### config.mk
export PLATFORM = sky130hd
export DESIGN_NAME = alu_share_arb
export DESIGN_NICKNAME = d
export VERILOG_FILES = /design/src/rtl/alu_pkg.sv /design/src/rtl/alu_share_arb_rr_arb2.sv /design/src/rtl/alu_share_arb.sv
export SDC_FILE = /design/constraint.sdc
export NUM_CORES = 1
export LEC_CHECK = 0
export CORE_MARGIN = 1
export CORE_UTILIZATION = 37
export CTS_CLUSTER_SIZE = 8
export DETAILED_ROUTE_END_ITERATION = 8
export PLACE_DENSITY_LB_ADDON = 0.05
export SYNTH_ARGS = -nofsm -noshare
export SYNTH_HDL_FRONTEND = slang
export SYNTH_HIERARCHICAL = 1
export SYNTH_SLANG_ARGS = --single-unit
export TNS_END_PERCENT = 20
### constraint.sdc
create_clock -name clk -period 1.68 [get_ports clk]
set_input_delay 0.336 -clock clk [delete_from_list [all_inputs] [get_ports clk]]
set_output_delay 0.336 -clock clk [all_outputs]
set_load 0.01 [all_outputs]
### src/rtl/alu_pkg.sv
// Shared definitions for the ALU sharing arbiter: opcode constants,
// FSM state encoding and default widths.
package alu_pkg;

    localparam int WIDTH_DEF = 32;
    localparam int MODW_DEF  = 3;

    // ALU Mod opcode encoding
    localparam logic [MODW_DEF-1:0] ALU_AND = 3'b000;
    localparam logic [MODW_DEF-1:0] ALU_OR  = 3'b001;
    localparam logic [MODW_DEF-1:0] ALU_SLT = 3'b011;
    localparam logic [MODW_DEF-1:0] ALU_ADD = 3'b100;
    localparam logic [MODW_DEF-1:0] ALU_SUB = 3'b110;

    typedef enum logic [1:0] {
        ST_IDLE = 2'd0,
        ST_EXEC = 2'd1,
        ST_RESP = 2'd2
    } state_t;

endpackage

### src/rtl/alu_share_arb_rr_arb2.sv
// Two-way round-robin grant. Purely combinational: a lone requester always
// wins, and on a tie the requester that did not win last time is chosen.
module rr_arb2 (
    input  logic [1:0] req_valid,
    input  logic       last_grant,
    output logic [1:0] grant,
    output logic       grant_idx
);

    // Pick the winner from the current requests and the previous owner
    always_comb begin
        grant     = 2'b00;
        grant_idx = 1'b0;
        case (req_valid)
            2'b01: begin
                grant     = 2'b01;
                grant_idx = 1'b0;
            end
            2'b10: begin
                grant     = 2'b10;
                grant_idx = 1'b1;
            end
            2'b11: begin
                grant_idx = ~last_grant;
                grant     = last_grant ? 2'b01 : 2'b10;
            end
            default: begin
                grant     = 2'b00;
                grant_idx = 1'b0;
            end
        endcase
    end

endmodule

### src/rtl/alu_share_arb.sv
// Shares one combinational ALU between two requesters (0: execute stage,
// 1: address/branch unit). One operation in flight at a time:
// IDLE (accept) -> EXEC (ALU evaluates) -> RESP (hold result until taken).
// Optional feature macro: ALU_ARB_STICKY_OVF_EN adds per-requester sticky
// overflow flags (ovf_sticky) with a clear input (ovf_clr).
module alu_share_arb
    import alu_pkg::*;
#(
    parameter int WIDTH = WIDTH_DEF,
    parameter int MODW  = MODW_DEF
) (
    input  logic             clk,
    input  logic             rst,
    input  logic [1:0]       req_valid,
    output logic [1:0]       req_ready,
    input  logic [WIDTH-1:0] req_a0,
    input  logic [WIDTH-1:0] req_b0,
    input  logic [WIDTH-1:0] req_a1,
    input  logic [WIDTH-1:0] req_b1,
    input  logic [MODW-1:0]  req_mod0,
    input  logic [MODW-1:0]  req_mod1,
    output logic [1:0]       rsp_valid,
    input  logic [1:0]       rsp_ready,
    output logic [WIDTH-1:0] rsp_c,
    output logic             rsp_z,
    output logic             rsp_o,
    output logic [WIDTH-1:0] alu_a,
    output logic [WIDTH-1:0] alu_b,
    output logic [MODW-1:0]  alu_mod,
    input  logic [WIDTH-1:0] alu_c,
    input  logic             alu_z,
    input  logic             alu_o
`ifdef ALU_ARB_STICKY_OVF_EN
    ,
    output logic [1:0]       ovf_sticky,
    input  logic [1:0]       ovf_clr
`endif
);

    state_t           state, state_nxt;
    logic             owner;
    logic             last_grant;
    logic             accept;
    logic [1:0]       grant;
    logic             grant_idx;

    logic [WIDTH-1:0] op_a_p0;
    logic [WIDTH-1:0] op_b_p0;
    logic [MODW-1:0]  op_mod_p0;
    logic [WIDTH-1:0] rsp_c_p1;
    logic             rsp_z_p1;
    logic             rsp_o_p1;

    rr_arb2 u_arb (
        .req_valid  (req_valid),
        .last_grant (last_grant),
        .grant      (grant),
        .grant_idx  (grant_idx)
    );

    // Next-state and handshake outputs; reset masks both handshake directions
    always_comb begin
        state_nxt = state;
        req_ready = 2'b00;
        rsp_valid = 2'b00;
        accept    = 1'b0;
        case (state)
            ST_IDLE: begin
                if (!rst) begin
                    req_ready = grant;
                    if ((req_valid & grant) != 2'b00) begin
                        accept    = 1'b1;
                        state_nxt = ST_EXEC;
                    end
                end
            end
            ST_EXEC: begin
                state_nxt = ST_RESP;
            end
            ST_RESP: begin
                if (!rst) begin
                    rsp_valid = owner ? 2'b10 : 2'b01;
                end
                if (rsp_ready[owner]) begin
                    state_nxt = ST_IDLE;
                end
            end
            default: begin
                state_nxt = ST_IDLE;
            end
        endcase
    end

    // Control state: FSM, owner of the in-flight op, round-robin history
    always_ff @(posedge clk) begin
        if (rst) begin
            state      <= ST_IDLE;
            owner      <= 1'b0;
            last_grant <= 1'b1;
        end else begin
            state <= state_nxt;
            if (accept) begin
                owner      <= grant_idx;
                last_grant <= grant_idx;
            end
        end
    end

    // Operand latch at acceptance (p0) and result capture at the end of EXEC (p1)
    always_ff @(posedge clk) begin
        if (rst) begin
            op_a_p0   <= '0;
            op_b_p0   <= '0;
            op_mod_p0 <= MODW'(ALU_ADD);
            rsp_c_p1  <= '0;
            rsp_z_p1  <= 1'b0;
            rsp_o_p1  <= 1'b0;
        end else begin
            if (accept) begin
                op_a_p0   <= grant_idx ? req_a1   : req_a0;
                op_b_p0   <= grant_idx ? req_b1   : req_b0;
                op_mod_p0 <= grant_idx ? req_mod1 : req_mod0;
            end
            if (state == ST_EXEC) begin
                rsp_c_p1 <= alu_c;
                rsp_z_p1 <= alu_z;
                rsp_o_p1 <= alu_o;
            end
        end
    end

    // Operand registers only change on acceptance, so the ALU inputs hold
    // their last values in every state other than EXEC.
    assign alu_a   = op_a_p0;
    assign alu_b   = op_b_p0;
    assign alu_mod = op_mod_p0;
    assign rsp_c   = rsp_c_p1;
    assign rsp_z   = rsp_z_p1;
    assign rsp_o   = rsp_o_p1;

`ifdef ALU_ARB_STICKY_OVF_EN
    logic [1:0] ovf_set;

    assign ovf_set = ((state == ST_EXEC) && alu_o) ? (owner ? 2'b10 : 2'b01) : 2'b00;

    // Sticky overflow per requester; a set in the same cycle beats a clear
    always_ff @(posedge clk) begin
        if (rst) begin
            ovf_sticky <= 2'b00;
        end else begin
            ovf_sticky <= (ovf_sticky & ~ovf_clr) | ovf_set;
        end
    end
`endif

endmodule

[Word-level counts from Yosys, hierarchy flattened]
Cells that the tools add are included.
Operators by class
  order comparisons: 1
  equality and inequality tests: 7
  muxes and demuxes: 19
  bitwise operators: 2
  reduce and logical (&&, ||, !) cells: 3
Operators with widths (count)
  2-to-1 mux 32 bit: 2
  2-to-1 mux 2 bit: 8
  case mux 2 bit (3 select lines): 2
  equality test 2 bit (second input constant): 3
  2-to-1 mux 1 bit: 5
  equality test 2 x 1 -> 1 bit (second input constant): 2
  inequality test 2 bit (second input constant): 2
  2-to-1 mux 3 bit: 1
  AND 2 bit: 1
  logical NOT 2 bit: 1
  < comparator 1 x 2 -> 1 bit (second input constant): 1
  case mux 1 bit (2 select lines): 1
  AND reduction 2 bit: 1
  nonzero test 2 bit: 1
  NOT 1 bit: 1
Storage, ports and cells
  register bits after elaboration: 105
  bits of input ports: 174
  output and inout bits: 105
  logic and storage cells: 41

[Longest topological paths before layout]
  depth after elaboration: 7
  depth in mapped cells: 7
  mapped depth without buffers: 5

[Modules after synthesis]
The synthesis kept the hierarchy.
Modules (own cells, without submodules)
  alu_share_arb: times used 1, cells an instance 476, area an instance 4423.0 µm², seq. area each 2102.0 µm²
  rr_arb2: times used 1, cells an instance 4, area an instance 26.3 µm², seq. area each 0.0 µm²

[Worst setup path after synthesis]
Ideal clock, no wire load.
  path type: input-to-reg
  start point: in req_valid[1]
  end point: reg op_a_p0[0], in the netlist alu_a[0]
  arrival time: 1421 ps
  data required time: 1594 ps
  slack: 173 ps
  cell stages on the path: 6
  path buffers: 2
  cell sequence: a21boi_0 > a22o_1 > buf_2 > buf_2 > a21oi_1 > a211oi_1
On the way
  word-level cells in the longest chain between the ends: 7
  elaborated cells on any way between the ends: 11
  those cells by class: eq/ne (3); mux (6); bitwise (1); reduce/logical (1)
RTL lines
  from (decl): line alu_share_arb.sv:14  | input logic [1:0] req_valid,
  equality test 2 bit / equality test 2 x 1 -> 1 bit (equally long branches): line alu_share_arb_rr_arb2.sv:14  | case (req_valid)
  case mux 2 bit (3 select lines): line alu_share_arb_rr_arb2.sv:14
  AND 2 bit: line alu_share_arb.sv:71  | if ((req_valid & grant) != 2'b00) begin
  nonzero test 2 bit: line alu_share_arb.sv:71
  2-to-1 mux 1 bit: line alu_share_arb.sv:71
  2-to-1 mux 1 bit: line alu_share_arb.sv:69  | if (!rst) begin
  2-to-1 mux 1 bit: line alu_share_arb.sv:67  | case (state)
  to (signal assigned): line alu_share_arb.sv:120  | op_a_p0 <= grant_idx ? req_a1 : req_a0;
  to (decl): line alu_share_arb.sv:47  | logic [WIDTH-1:0] op_a_p0;
Parallel ways exist; a longest one is shown, timed or not.
A chain may end at the register's enable or synchronous reset.

[Final worst setup path]
  start point: reg state[1]
  end point: out req_ready[1]
On the way
  word-level cells in the longest chain between the ends: 2
RTL lines
  from (decl): line alu_share_arb.sv:40  | state_t state, state_nxt;
  from (signal assigned): line alu_share_arb.sv:101  | state <= state_nxt;
  logical NOT 2 bit: line alu_share_arb.sv:67
  2-to-1 mux 2 bit: line alu_share_arb.sv:67
  to (decl): line alu_share_arb.sv:15  | output logic [1:0] req_ready,
No other way between the ends.

==> summary.txt <==
Global route
  • Vias in the first global route: 4,623
  • Global-route wire length before repair: approximately 24,000 um
  • Largest net degree at the start of global routing: approximately 70
  • All-Layer GR Usage: 0.2383
  • Grt total ovfl: 0
  • Initial antenna violation count: 0

Clock network
  • Clock transition at the registers of the reported paths: 0.07 ns
  • Cts-stage hold buffer count: 0
  • TritonCTS clock tree: built
  • Clk sinks: roughly 110
  • CTS H-tree lvls: 3
  • Maximum clock path buffer count: 2
  • Clock Latency Late Sink: approximately 0.35 ns
  • Number of buffers created by CTS: 9
  • CTS root buffer: clkbuf_16

Die
  • Die area: 12,470 um2
  • Core Box Area: 11,560 um2
  • Starting density of the core: 0.3847
  • Num ports: 279
  • Row cnt: 39
  • Die W: 111.7 um
  • Chip Height: around 110 um

Critical path
  • Crit-path max FO: 5
  • CP startpoint: state[1]
  • Worst r2r src: last_grant
  • Startpoint types: flop
  • Worst Path Buf+Inv: 2
  • Worst R2R End: alu_b[12]
  • Worst EP arrival: 1.38 ns
  • Levels on crit path: 4
  • CP endpoint kind: output pin
  • Crit-path max cell delay: 0.35 ns
  • Worst path slowest cell: dfxtp_2
  • Reg2Reg Setup Slack: 0.05 ns
  • Critical-path cell list: nor3_4, buf_4, and2_1, clkdlybuf4s15_2
  • Req. time, crit path: 1.34 ns
  • Worst R2R Path Depth: 7
  • Cell family with most CP delay: buffers and inverters
  • Worst Setup Path Type: reg2out
  • CP endpoint: req_ready[1]

Logic synthesis
  • Synth Instances: 480
  • Synth warnings: 6
  • Count leader, synth: dfxtp_1
  • Mapped Area: 4449 um2
  • Share of flip-flops with an asynchronous set or reset: 0
  • Flops & latches, synth: 105
  • Register area share after synthesis: 0.4724
  • Synth top area cells: dfxtp_1, mux2i_1, a21oi_1, a211oi_1, nand2_1
  • Avg Inst Size Synth: a little over 9 um2
  • Synthesized net count: 654
  • Commonest cells in the netlist: dfxtp_1, a21oi_1, mux2i_1, nand2_1, a211oi_1
  • Top cell type's share of synthesized area: 0.4724
  • Unique masters post-synth: 27
  • Yosys top cell by area: dfxtp_1
  • Predominant post-synthesis flop cell: dfxtp_1
  • Number of synthesized flops with an enable pin: 0

Pwr
  • Internal Dissipation: 4.991 mW
  • Logic pwr share: 0.254
  • Static Leakage: about 2.9 nW
  • Part of the power in registers: 0.407
  • Sw Pwr: 1.784 mW
  • Maximum vdd drop: 452.4 uV
  • Clock network fraction of total power: 0.339
  • Sw frac: 0.2633
  • Total power draw: around 6.8 mW
  • PD cells: 840.2 nW/um2

Drt
  • Pre-antenna DRT Iters: 7
  • WL final: 15,440 um
  • Via count: 4,712
  • WL met1: about 6100 um
  • Vias/cell: 5.195
  • WL met2: about 7600 um
  • DRC errors left: 17
  • Met3 wire length: 1267 um
  • Wire per inst: about 17 um
  • Drt initial violations: 284
  • Final ANT Viol Nets: 0
  • Max layer used: met4

Layout
  • Layout cells sized above 1: 0.1113
  • Final nets: slightly above 900
  • Filler cells: 916
  • Finished Layout Cells: 907
  • Inserted Diodes: 0
  • P&R area growth vs syn: 81.21%
  • Layout Utilization: 0.6972

Timing
  • Worst Max-Slew Pin Slew: 0.6522 ns
  • Final Hold Viols: 0
  • Setup ws final: -0.03274 ns
  • Final slew viol count: 0
  • Max-slew headroom at the worst pin: 0.5652
  • Fmax: 583.9 MHz
  • Crit path time final: 1.713 ns
  • Setup repair after global routing missed its margin: true
  • Worst Skew: 0.006278 ns
  • Setup violations, final: 2
  • Final Cycle Share: 1.019

Place
  • Number of buffers added on ports: 278
  • Placer Congestion: approximately 0.76
  • Dpl ws: -0.4217 ns
  • Placed Cells: 884
  • HPWL after DPL: roughly 11,000 um

Hold path
  • Class of the worst hold path: reg2reg

Status
  • Status: finished, violations left
  • Failing checks: DRC, setup timing

Job
  • Max cap viols: 0
==> cell families (layout without fill, tap and decap cells) <==
logic type | Yosys count | after routing | share of synthesized area
flip-flops | 105 | 105 | 0.4724
buffers and inverters | 50 | 334 | 0.05540
AO/OA/AOI/OAI | 176 | 176 | 0.2390
multiplexers | 68 | 68 | 0.1530
AND/OR/NAND/NOR | 81 | 81 | 0.08015
==> worst reg2reg max path, cell delays in order, from the launching register on <==
cell and delay, ns:
dfxtp_2 0.41, inv_1 0.10, a21boi_2 0.17, buf_4 0.14, a22o_4 0.21, clkbuf_16 0.21, a21oi_1 0.08, a211oi_1 0.23
==> timing repair <==
action                                  4_1_cts  5_1_grt
setup buffers                                 3        2
pin swaps                                     1        1
endpoints found under the setup margin       11       70
endpoints found under the hold margin         0        0
gates resized for setup                      21       19
gates cloned                                  0        2
==> cell type report <==
class | count | area [um2] | area share
Timing Repair Buffer | 317 | 3248 | 0.4029
Clock buffer | 9 | 225.2 | 0.02793
Inverter | 1 | 3.754 | 0.0004655
Sequential cell | 105 | 2107 | 0.2613
Clock inverter | 7 | 102.6 | 0.01272
Multi-Input combinational cell | 325 | 2197 | 0.2725
Tap cell | 143 | 178.9 | 0.02219
==> registers in the layout, indices dropped and copies added (netlist names) <==
name,cells
alu_a,32
alu_b,32
rsp_c,32
alu_mod,3
state,2
last_grant,1
owner,1
rsp_o,1
rsp_z,1
==> stage by stage <==
step | hold slack (ns) | cell area, um2 | setup TNS (ns)
after floorplan | 0.4720 | 4449 | 0
after global placement | 0.4416 | 7552 | -22.99
after detailed placement | 0.4480 | 7552 | -23.62
after CTS | 0.4555 | 7924 | -0.08689
after global routing | 0.4712 | 8063 | -0.2249
final | 0.4541 | 8063 | -0.06431
==> worst min path at each step <==
stage                     slack (ns)  cells past startpoint        end  startpoint
after floorplan                 0.47                      2   rsp_c[0]    alu_c[0]
after global placement          0.44                      2  rsp_c[20]   rsp_c[20]
after detailed placement        0.45                      2   rsp_c[9]    rsp_c[9]
after CTS                       0.46                      3   rsp_c[9]         rst
after global routing            0.47                      2   rsp_c[8]    rsp_c[8]
final                           0.45                      2   rsp_c[7]    rsp_c[7]
==> power by group through the flow <==
stage	Combinational [mW]	Clock [mW]	Sequential (mW)
floorplan	0.588	0	2.87
global placement	1.62	0	2.80
detailed placement	1.64	0	2.81
CTS	1.66	2.32	2.76
global route	1.84	2.44	2.78
finish	1.72	2.30	2.76
==> placed cells by master, fill, tap and decap left out, drive strengths merged, types with 2 or more instances in the layout <==
| cell type | Yosys | layout |
|---|---|---|
| a21oi | 102 | 102 |
| and2 | 2 | 2 |
| nand2 | 68 | 68 |
| a21boi | 3 | 3 |
| clkdlybuf4s50 | 0 | 271 |
| bufinv | 0 | 2 |
| clkbuf | 16 | 12 |
| clkinv | 0 | 2 |
| dfxtp | 105 | 105 |
| buf | 33 | 38 |
| o21ai | 2 | 2 |
| a211oi | 66 | 66 |
| inv | 1 | 3 |
| nand3 | 2 | 2 |
| nand3b | 2 | 2 |
| clkdlybuf4s15 | 0 | 3 |
| mux2i | 68 | 68 |
==> layer usage <==
metal | global-route usage | up-vias
met1 | 0.2709 | 2181
met4 | 0.1072 | 0
met2 | 0.4145 | 202
li1 | - | 2298
met3 | 0.06696 | 31
met5 | 0 | -
Note: power is estimated with default switching activity, not from simulation.
